`src/rtl/cpu_exec_unit_pkg.sv`:
```
// Opcode and state encodings shared by the execution stage and its ALU.
package cpu_exec_unit_pkg;

  localparam int OP_BITS = 4;
  typedef logic [OP_BITS-1:0] op_t;

  localparam op_t OP_ADD    = 4'd0;
  localparam op_t OP_SUB    = 4'd1;
  localparam op_t OP_AND    = 4'd2;
  localparam op_t OP_OR     = 4'd3;
  localparam op_t OP_XOR    = 4'd4;
  localparam op_t OP_INC_A  = 4'd5;
  localparam op_t OP_DEC_A  = 4'd6;
  localparam op_t OP_SHL_A  = 4'd7;
  localparam op_t OP_SHR_A  = 4'd8;
  localparam op_t OP_PASS_A = 4'd9;
  localparam op_t OP_PASS_B = 4'd10;
  localparam op_t OP_MOV_AX = 4'd11;
  localparam op_t OP_MOV_XA = 4'd12;

  typedef enum logic [1:0] {
    EX_IDLE = 2'd0,
    EX_EXEC = 2'd1,
    EX_WB   = 2'd2,
    EX_DONE = 2'd3
  } ex_state_e;

  // Arithmetic/logic/shift ops and MOV_XA land in A; only MOV_AX lands in X.
  function automatic logic op_writes_a(input op_t op);
    return (op <= OP_SHR_A) || (op == OP_MOV_XA);
  endfunction

  function automatic logic op_writes_x(input op_t op);
    return op == OP_MOV_AX;
  endfunction

endpackage

```
`src/rtl/cpu_exec_unit_alu.sv`:
```
// Combinational ALU: result, carry, whether carry is meaningful, and opcode legality.
module cpu_alu
  import cpu_exec_unit_pkg::*;
#(
  parameter int WIDTH = 8,
  parameter int OP_W  = 4
) (
  input  logic [WIDTH-1:0] a_i,
  input  logic [WIDTH-1:0] x_i,
  input  logic [OP_W-1:0]  op_i,
  output logic [WIDTH-1:0] result_o,
  output logic             carry_o,
  output logic             carry_valid_o,
  output logic             legal_o
);

  logic [WIDTH:0] sum;

  always_comb begin
    result_o      = '0;
    carry_o       = 1'b0;
    carry_valid_o = 1'b1;
    legal_o       = 1'b1;
    sum           = '0;
    case (op_i)
      OP_ADD: begin
        sum      = {1'b0, a_i} + {1'b0, x_i};
        result_o = sum[WIDTH-1:0];
        carry_o  = sum[WIDTH];
      end
      OP_SUB: begin
        // The extra bit of a WIDTH+1 difference is set exactly when A < X.
        sum      = {1'b0, a_i} - {1'b0, x_i};
        result_o = sum[WIDTH-1:0];
        carry_o  = sum[WIDTH];
      end
      OP_AND: result_o = a_i & x_i;
      OP_OR:  result_o = a_i | x_i;
      OP_XOR: result_o = a_i ^ x_i;
      OP_INC_A: begin
        sum      = {1'b0, a_i} + {{WIDTH{1'b0}}, 1'b1};
        result_o = sum[WIDTH-1:0];
        carry_o  = sum[WIDTH];
      end
      OP_DEC_A: begin
        sum      = {1'b0, a_i} - {{WIDTH{1'b0}}, 1'b1};
        result_o = sum[WIDTH-1:0];
        carry_o  = sum[WIDTH];
      end
      OP_SHL_A: begin
        result_o = {a_i[WIDTH-2:0], 1'b0};
        carry_o  = a_i[WIDTH-1];
      end
      OP_SHR_A: begin
        result_o = {1'b0, a_i[WIDTH-1:1]};
        carry_o  = a_i[0];
      end
      OP_PASS_A, OP_MOV_AX: begin
        result_o      = a_i;
        carry_valid_o = 1'b0;
      end
      OP_PASS_B, OP_MOV_XA: begin
        result_o      = x_i;
        carry_valid_o = 1'b0;
      end
      default: begin
        legal_o       = 1'b0;
        carry_valid_o = 1'b0;
      end
    endcase
  end

endmodule

```
`src/rtl/cpu_exec_unit.sv`:
```
// Execution stage: owns A/X, runs one ALU op per start pulse, writes back and signals done.
//   state   | meaning
//   EX_IDLE | accepts loads and start
//   EX_EXEC | ALU evaluates from A, X, op_q; outcome captured at the edge
//   EX_WB   | destination register, result and flags updated at the edge
//   EX_DONE | done_o (and illegal_o for undefined opcodes) pulse
module cpu_exec_unit
  import cpu_exec_unit_pkg::*;
#(
  parameter int WIDTH = 8,
  parameter int OP_W  = 4
) (
  input  logic             clk_i,
  input  logic             rst_i,
  input  logic [WIDTH-1:0] a_i,
  input  logic [WIDTH-1:0] b_i,
  input  logic [OP_W-1:0]  op_i,
  input  logic             load_a_i,
  input  logic             load_x_i,
  input  logic             start_i,
  output logic [WIDTH-1:0] a_o,
  output logic [WIDTH-1:0] x_o,
  output logic [WIDTH-1:0] result_o,
  output logic             carry_o,
  output logic             zero_o,
  output logic             busy_o,
  output logic             done_o,
  output logic             illegal_o
);

  ex_state_e        state_q, state_d;
  logic [OP_W-1:0]  op_q;
  logic [WIDTH-1:0] a_q, x_q, res_q, result_q;
  logic             carry_q, zero_q;
  logic             ex_carry_q, ex_zero_q, ex_cvalid_q, ex_legal_q;

  logic [WIDTH-1:0] alu_res;
  logic             alu_carry, alu_cvalid, alu_legal;

  cpu_alu #(.WIDTH(WIDTH), .OP_W(OP_W)) u_alu (
    .a_i          (a_q),
    .x_i          (x_q),
    .op_i         (op_q),
    .result_o     (alu_res),
    .carry_o      (alu_carry),
    .carry_valid_o(alu_cvalid),
    .legal_o      (alu_legal)
  );

  always_comb begin
    state_d = state_q;
    case (state_q)
      EX_IDLE: if (start_i) state_d = EX_EXEC;
      EX_EXEC: state_d = EX_WB;
      EX_WB:   state_d = EX_DONE;
      EX_DONE: state_d = EX_IDLE;
      default: state_d = EX_IDLE;
    endcase
  end

  always_ff @(posedge clk_i) begin
    if (rst_i) begin
      state_q     <= EX_IDLE;
      op_q        <= '0;
      a_q         <= '0;
      x_q         <= '0;
      res_q       <= '0;
      result_q    <= '0;
      carry_q     <= 1'b0;
      zero_q      <= 1'b0;
      ex_carry_q  <= 1'b0;
      ex_zero_q   <= 1'b0;
      ex_cvalid_q <= 1'b0;
      ex_legal_q  <= 1'b0;
    end else begin
      state_q <= state_d;
      case (state_q)
        EX_IDLE: begin
          if (load_a_i) a_q <= a_i;
          if (load_x_i) x_q <= b_i;
          if (start_i)  op_q <= op_i;
        end
        EX_EXEC: begin
          res_q       <= alu_res;
          ex_carry_q  <= alu_carry;
          ex_zero_q   <= (alu_res == '0);
          ex_cvalid_q <= alu_cvalid;
          ex_legal_q  <= alu_legal;
        end
        EX_WB: begin
          // Undefined opcodes commit nothing; only the done/illegal pulse follows.
          if (ex_legal_q) begin
            result_q <= res_q;
            zero_q   <= ex_zero_q;
            if (ex_cvalid_q)       carry_q <= ex_carry_q;
            if (op_writes_a(op_q)) a_q     <= res_q;
            if (op_writes_x(op_q)) x_q     <= res_q;
          end
        end
        default: ;
      endcase
    end
  end

  assign a_o       = a_q;
  assign x_o       = x_q;
  assign result_o  = result_q;
  assign carry_o   = carry_q;
  assign zero_o    = zero_q;
  assign busy_o    = (state_q != EX_IDLE);
  assign done_o    = (state_q == EX_DONE);
  assign illegal_o = done_o & ~ex_legal_q;

endmodule

```
`config.mk`:
```
export PLATFORM = sky130hd
export DESIGN_NAME = cpu_exec_unit
export DESIGN_NICKNAME = d
export VERILOG_FILES = /design/src/rtl/cpu_exec_unit_pkg.sv /design/src/rtl/cpu_exec_unit_alu.sv /design/src/rtl/cpu_exec_unit.sv
export SDC_FILE = /design/constraint.sdc
export NUM_CORES = 1
export LEC_CHECK = 0
export CAP_MARGIN = 20
export CORE_MARGIN = 5
export CORE_UTILIZATION = 45
export DETAILED_ROUTE_END_ITERATION = 16
export HOLD_SLACK_MARGIN = 0.02
export PLACE_DENSITY = 0.66
export SLEW_MARGIN = 20
export SYNTH_ARGS = -nofsm -noshare
export SYNTH_HDL_FRONTEND = slang
export SYNTH_SLANG_ARGS = --single-unit
export TNS_END_PERCENT = 30
```
`constraint.sdc`:
```
create_clock -name clk_i -period 3.35 [get_ports clk_i]
set_input_delay 0.5025 -clock clk_i [delete_from_list [all_inputs] [get_ports clk_i]]
set_output_delay 0.5025 -clock clk_i [all_outputs]
set_load 0.05 [all_outputs]
```
==> results of run 1 <==
[routing by layer]
layer	vias up	share of wire, %	global-route usage, %
met4	0	2.1	6.95
met1	1716	46	33.3
met2	185	45	36.5
li1	1812	-	-
met5	-	0	0
met3	19	6.3	2.41
[report_power, final]
part           internal [µW]  switching, µW
Combinational           1040           1650
Sequential               676            219
Clock                    142            171
Total                   1860           2040
[cells by family after synthesis]
family | synth area share, %
buf+inv | 7.78
compound gates | 25.5
fa+ha+maj | 11.1
simple gates | 24.5
xor+xnor | 1.40
mux | 6.28
flops | 23.5
[path summary, 6_finish.rpt]
| kind | depth (start not counted) | to | from |
|---|---|---|---|
| min | 2 | result_o[7] | result_o[7] |
| max | 8 | ex_zero_q | op_q[2] |
| min reg2reg | 2 | result_o[7] | result_o[7] |
| max reg2reg | 8 | ex_zero_q | op_q[2] |
[tightest hold or removal path, delay by kind of cell, from the launching register on]
family | cells | cell delay [ns]
and+or+nand+nor | 1 | 0.05
DFF | 1 | 0.31
AOI/OAI and AO/OA | 1 | 0.05
[stage by stage]
stage / instances / setup WS (ns) / hold slack (ns) / utilization (%) / power [µW]
floorplan: 473 / 0.278 / 0.432 / - / 2800
global placement: 618 / 0.309 / 0.446 / 53.8 / 3550
detailed placement: 618 / 0.436 / 0.450 / 53.8 / 3560
CTS: 625 / 0.385 / 0.465 / 54.8 / 3880
global route: 625 / 0.194 / 0.483 / 54.8 / 4190
finish: 625 / 0.313 / 0.461 / 54.8 / 3900
[cells in the final DEF (no fill, tap or decap), drive strengths merged, types with 3 or more instances in the layout]
master,instances
a2111oi,6
a211oi,22
a21o,4
a21oi,32
a221o,7
a221oi,3
a22o,4
a22oi,4
and2,3
and3,5
buf,24
clkbuf,6
clkdlybuf4s50,53
dfxtp,44
ha,30
inv,28
mux2i,19
nand2,41
nand2b,13
nand3,11
nand3b,3
nand4,3
nor2,49
nor2b,13
nor3,14
nor4,6
o211ai,3
o21ai,9
o21bai,3
o221ai,5
o22ai,5
o31ai,3
o32ai,3
or4,4
xnor2,5
[layout make-up]
cell class,count,area [µm²]
fill,779,3700
multi-input combinational,364,2570
clock buffer,6,72.6
inverter,28,105
tap,105,131
clock inverter,1,5.00
timing repair buffer,77,711
sequential,44,881
[registers in the layout, indices dropped and copies added, names as in the netlist]
signal and flops:
a_o 8, res_q 8, result_o 8, x_o 8
op_q 4, state_q 2, carry_o 1, ex_carry_q 1
ex_cvalid_q 1, ex_legal_q 1, ex_zero_q 1, zero_o 1
==> reports/qor.yml, run 1 <==
dieArea_mm2: 0.0102
ys_seq_area_share_pct: 23.5
wl_um: 11800
grt_start_max_net_pins: 22
avgSynthCellArea_um2: 7.92
hpwl_um: 9240
die_w_um: 101
core-area_mm2: 0.00818
ctsHoldBuffers: 0
globalplace.congestion: 0.917
grt_usage_pct: 23.2
clock_latency_ns: 0.29
maxSlewHeadroom_pct: 31.6
wl_per_cell_um: 18.9
drc_errors: 0
async_flop_share_pct: 0
ir_worst_vdd_mv: 0.452
synth_top_area_share_pct: 23.5
netlist_top_cells_count: "nor2_1, dfxtp_1, nand2_1"
antenna_cells: 0
placed_area_mm2: 0.00440
reg2reg_slack_ns: 0.31
min_period_ns: 3.04
h-tree-depth: 2
drt_iter0_markers: 320
die-height_um: 101
synth_seq_cells: 44
crit_path_start_kind: "flop"
rsz0062_at_grt: "no"
p_leak_uw: 0.00166
first_pass_iters: 5
ys_types: 71
final_layout_size_suffix_gt1_share_pct: 9.42
cp_data_required_time_ns: 3.59
ys.flop_type: "dfxtp_1"
port_buffers: 53
cpMaxStageDelayCell: "dfxtp_1"
p_per_area_mw_per_mm2: 872
num_io_pins: 54
synth_edf_count: 0
placementRows: 33
yosysTopAreaCell: "dfxtp_1"
critPathTopFamily: "compound AO/OA/AOI/OAI gates"
slew_viol_final: 0
syn_inst: 473
drv_cap: 0
finalHoldViolCount: 0
critPathBufInv: 1
design_area_mm2: 0.00448
antenna_found_initial: 0
clock-sinks: 44
synth_area_leaders: "dfxtp_1, ha_1, mux2i_1, nor2_1, a21oi_1"
path_max_fanout: 19
setup_violations: 0
worstPathCellList: "xnor2_1, nor2_1, a221o_1, a2111oi_0, buf_4, nand4_1, nor4_2, a22o_1"
syn_area_mm2: 0.00374
crit_type: "reg2reg"
crit_path_end_kind: "flop"
cpPeakStageDelay_ns: 0.76
cts_setup_buffers: 0
clock-root-buffer: "clkbuf_8"
grt_first_pass_wirelength_um: 19100
initial_utilization_pct: 45.8
grt_pass1_vias: 3560
status: "completed"
numCtsBuffers: 5
via_count: 3732
yosys_warnings: 0
clock_skew_ns: 0.00554
post-synth-top-count-cell: "nor2_1"
setup-tns-final_ns: 0
area_delta_synth_final_pct: 19.6
cts-resized-gates: 0
synth.net_count: 530
clk_transition_reported_paths_ns: 0.08
overflow: 0
hp-class: "reg2reg"
drtAntennaViolNets: 0
worst_slew_pin_slew_ns: 1.01
nets: 577
cts_tree: "yes"
viasPerCell: 5.97
max_freq_mhz: 329
arrival_ns: 3.28
timing.final.crit_share_pct: 90.7
cts_buffer_depth: 2
(Power assumes the default switching activity.)
==> run 2, diff against run 1 <==
--- a/config.mk
+++ b/config.mk
@@ -8,2 +8,3 @@
 export CAP_MARGIN = 20
+export CORE_ASPECT_RATIO = 1.4
 export CORE_MARGIN = 5
@@ -13,2 +14,3 @@
 export PLACE_DENSITY = 0.66
+export SKIP_CTS_REPAIR_TIMING = 1
 export SLEW_MARGIN = 20
--- a/constraint.sdc
+++ b/constraint.sdc
@@ -3,2 +3,2 @@
 set_output_delay 0.5025 -clock clk_i [all_outputs]
-set_load 0.05 [all_outputs]
+set_load 0.005 [all_outputs]
==> run 2 against run 1 <==
  * Combinational power decreased by 9.3%
  * Global-route usage is 0.96 points higher
  * Critical path depth did not move
  * Via count up 1.9%
  * Non-clock buffer count fell by 2
  * Clock power grew 90%
  * Clock-buffer cell count grew 1
  * Die area increased by 0.25%
  * Largest cell class unchanged
==> reports/qor.yml, run 2 (synthesized netlist as in run 1, its figures left out) <==
dp_slack_ns: 0.417
cts_buffer_depth: 2
antenna_found_initial: 0
worstPathCellList: "buf_4, nor2_1, and3_1, a221o_1, a2111oi_2, nand4_1, nor4_2, a22o_1"
arrival_ns: 3.26
drtAntennaViolNets: 0
power_uw: 3940
die_w_um: 87.1
slew_viol_final: 0
worst_slew_pin_slew_ns: 0.918
timing.final.crit_share_pct: 90.3
clock-sinks: 44
hpwl_um: 9470
p_per_area_mw_per_mm2: 863
drv_cap: 0
final_cell_mix: "clkdlybuf4s50_1, nor2_1, dfxtp_1"
crit_type: "reg2reg"
clock_skew_ns: 0.00695
ir_worst_vdd_mv: 0.610
dieArea_mm2: 0.0103
p_comb_share_pct: 62.1
setup_violations: 0
grt_start_max_net_pins: 34
antenna_cells: 0
area_delta_synth_final_pct: 21.9
p_leak_uw: 0.00170
switching_share_pct: 46.6
drc_errors: 0
path_max_fanout: 22
globalplace.congestion: 0.957
placementRows: 39
nets: 575
critPathBufInv: 1
overflow: 0
clock-root-buffer: "clkbuf_16"
drt_iter0_markers: 292
cpPeakStageDelay_ns: 0.85
clock_latency_ns: 0.29
clk_transition_reported_paths_ns: 0.06
via_count: 3804
hp-class: "reg2reg"
finalHoldViolCount: 0
crit_path_end_kind: "flop"
rsz0062_at_grt: "no"
wl_per_cell_um: 20.0
finalNonFillerCells: 621
final_layout_size_suffix_gt1_share_pct: 9.44
h-tree-depth: 2
cts_tree: "yes"
seqPwrFrac_pct: 22.9
status: "completed"
initial_utilization_pct: 46.0
grt_first_pass_wirelength_um: 19600
p_int_uw: 2100
layout_commonest_cell: "clkdlybuf4s50_1"
viasPerCell: 6.13
cpMaxStageDelayCell: "dfxtp_1"
num_io_pins: 54
grt_pass1_vias: 3687
cp_data_required_time_ns: 3.59
max_freq_mhz: 330
layout_setup_ws_ns: 0.324
crit_path_start_kind: "flop"
die-height_um: 118
critPathTopFamily: "compound AO/OA/AOI/OAI gates"
setup-tns-final_ns: 0
min_period_ns: 3.03
clkPwrFrac_pct: 15.1
first_pass_iters: 5
grt_usage_pct: 24.1
core-area_mm2: 0.00815
maxSlewHeadroom_pct: 38.2
port_buffers: 53
wl_um: 12400
dp_cells: 613
numCtsBuffers: 5
p_switching_uw: 1840
run 2: cell count changes in the layout (fill, tap and decap cells not counted):
cell,previous run,this run
buf_4,24,22
bufinv_16,0,1
clkbuf_1,1,0
clkbuf_16,0,5
clkbuf_8,5,2
clkinv_2,1,0
run 2: power by group through the flow:
stage | sequential (µW) | clock, µW | combinational, µW
after floorplan | 848 | 0 | 1670
after global placement | 898 | 0 | 2400
after detailed placement | 907 | 0 | 2400
after CTS | 896 | 605 | 2420
after global routing | 926 | 632 | 2650
final | 902 | 594 | 2450
run 2: layout make-up:
type | instances | area (µm²)
Fill cell | 764 | 3580
Multi-Input combinational cell | 364 | 2570
Sequential cell | 44 | 881
Timing Repair Buffer | 75 | 696
Clock buffer | 7 | 153
Tap cell | 102 | 128
Inverter | 28 | 105
Clock inverter | 1 | 30.0
run 2: layer usage:
layer | share of wire, % | track usage [%]
met5 | 0 | 0
met4 | 4.7 | 12.7
met3 | 5.7 | 1.96
met2 | 49 | 39.3
met1 | 41 | 31.0
run 2: tightest hold or removal path: cells and delay by family, from the launching register on:
kind             cells  cell delay [ns]
AO/OA/AOI/OAI        1             0.05
flip-flops           1             0.31
AND/OR/NAND/NOR      1             0.05
run 2: worst paths after layout:
check / startpoint / to / slack, ns / depth (start not counted)
hold / removal: result_o[7] / result_o[7] / 0.46 / 2
setup reg to reg: op_q[1] / ex_zero_q / 0.32 / 8
setup / recovery: op_q[1] / ex_zero_q / 0.32 / 8
hold reg to reg: result_o[7] / result_o[7] / 0.46 / 2
run 2: stage by stage:
step / hold WS, ns / instance area [µm²] / util (%)
floorplan: 0.432 / 3740 / -
global placement: 0.445 / 4380 / 53.8
detailed placement: 0.451 / 4380 / 53.8
CTS: 0.465 / 4560 / 56.0
global route: 0.477 / 4560 / 56.0
finish: 0.461 / 4560 / 56.0
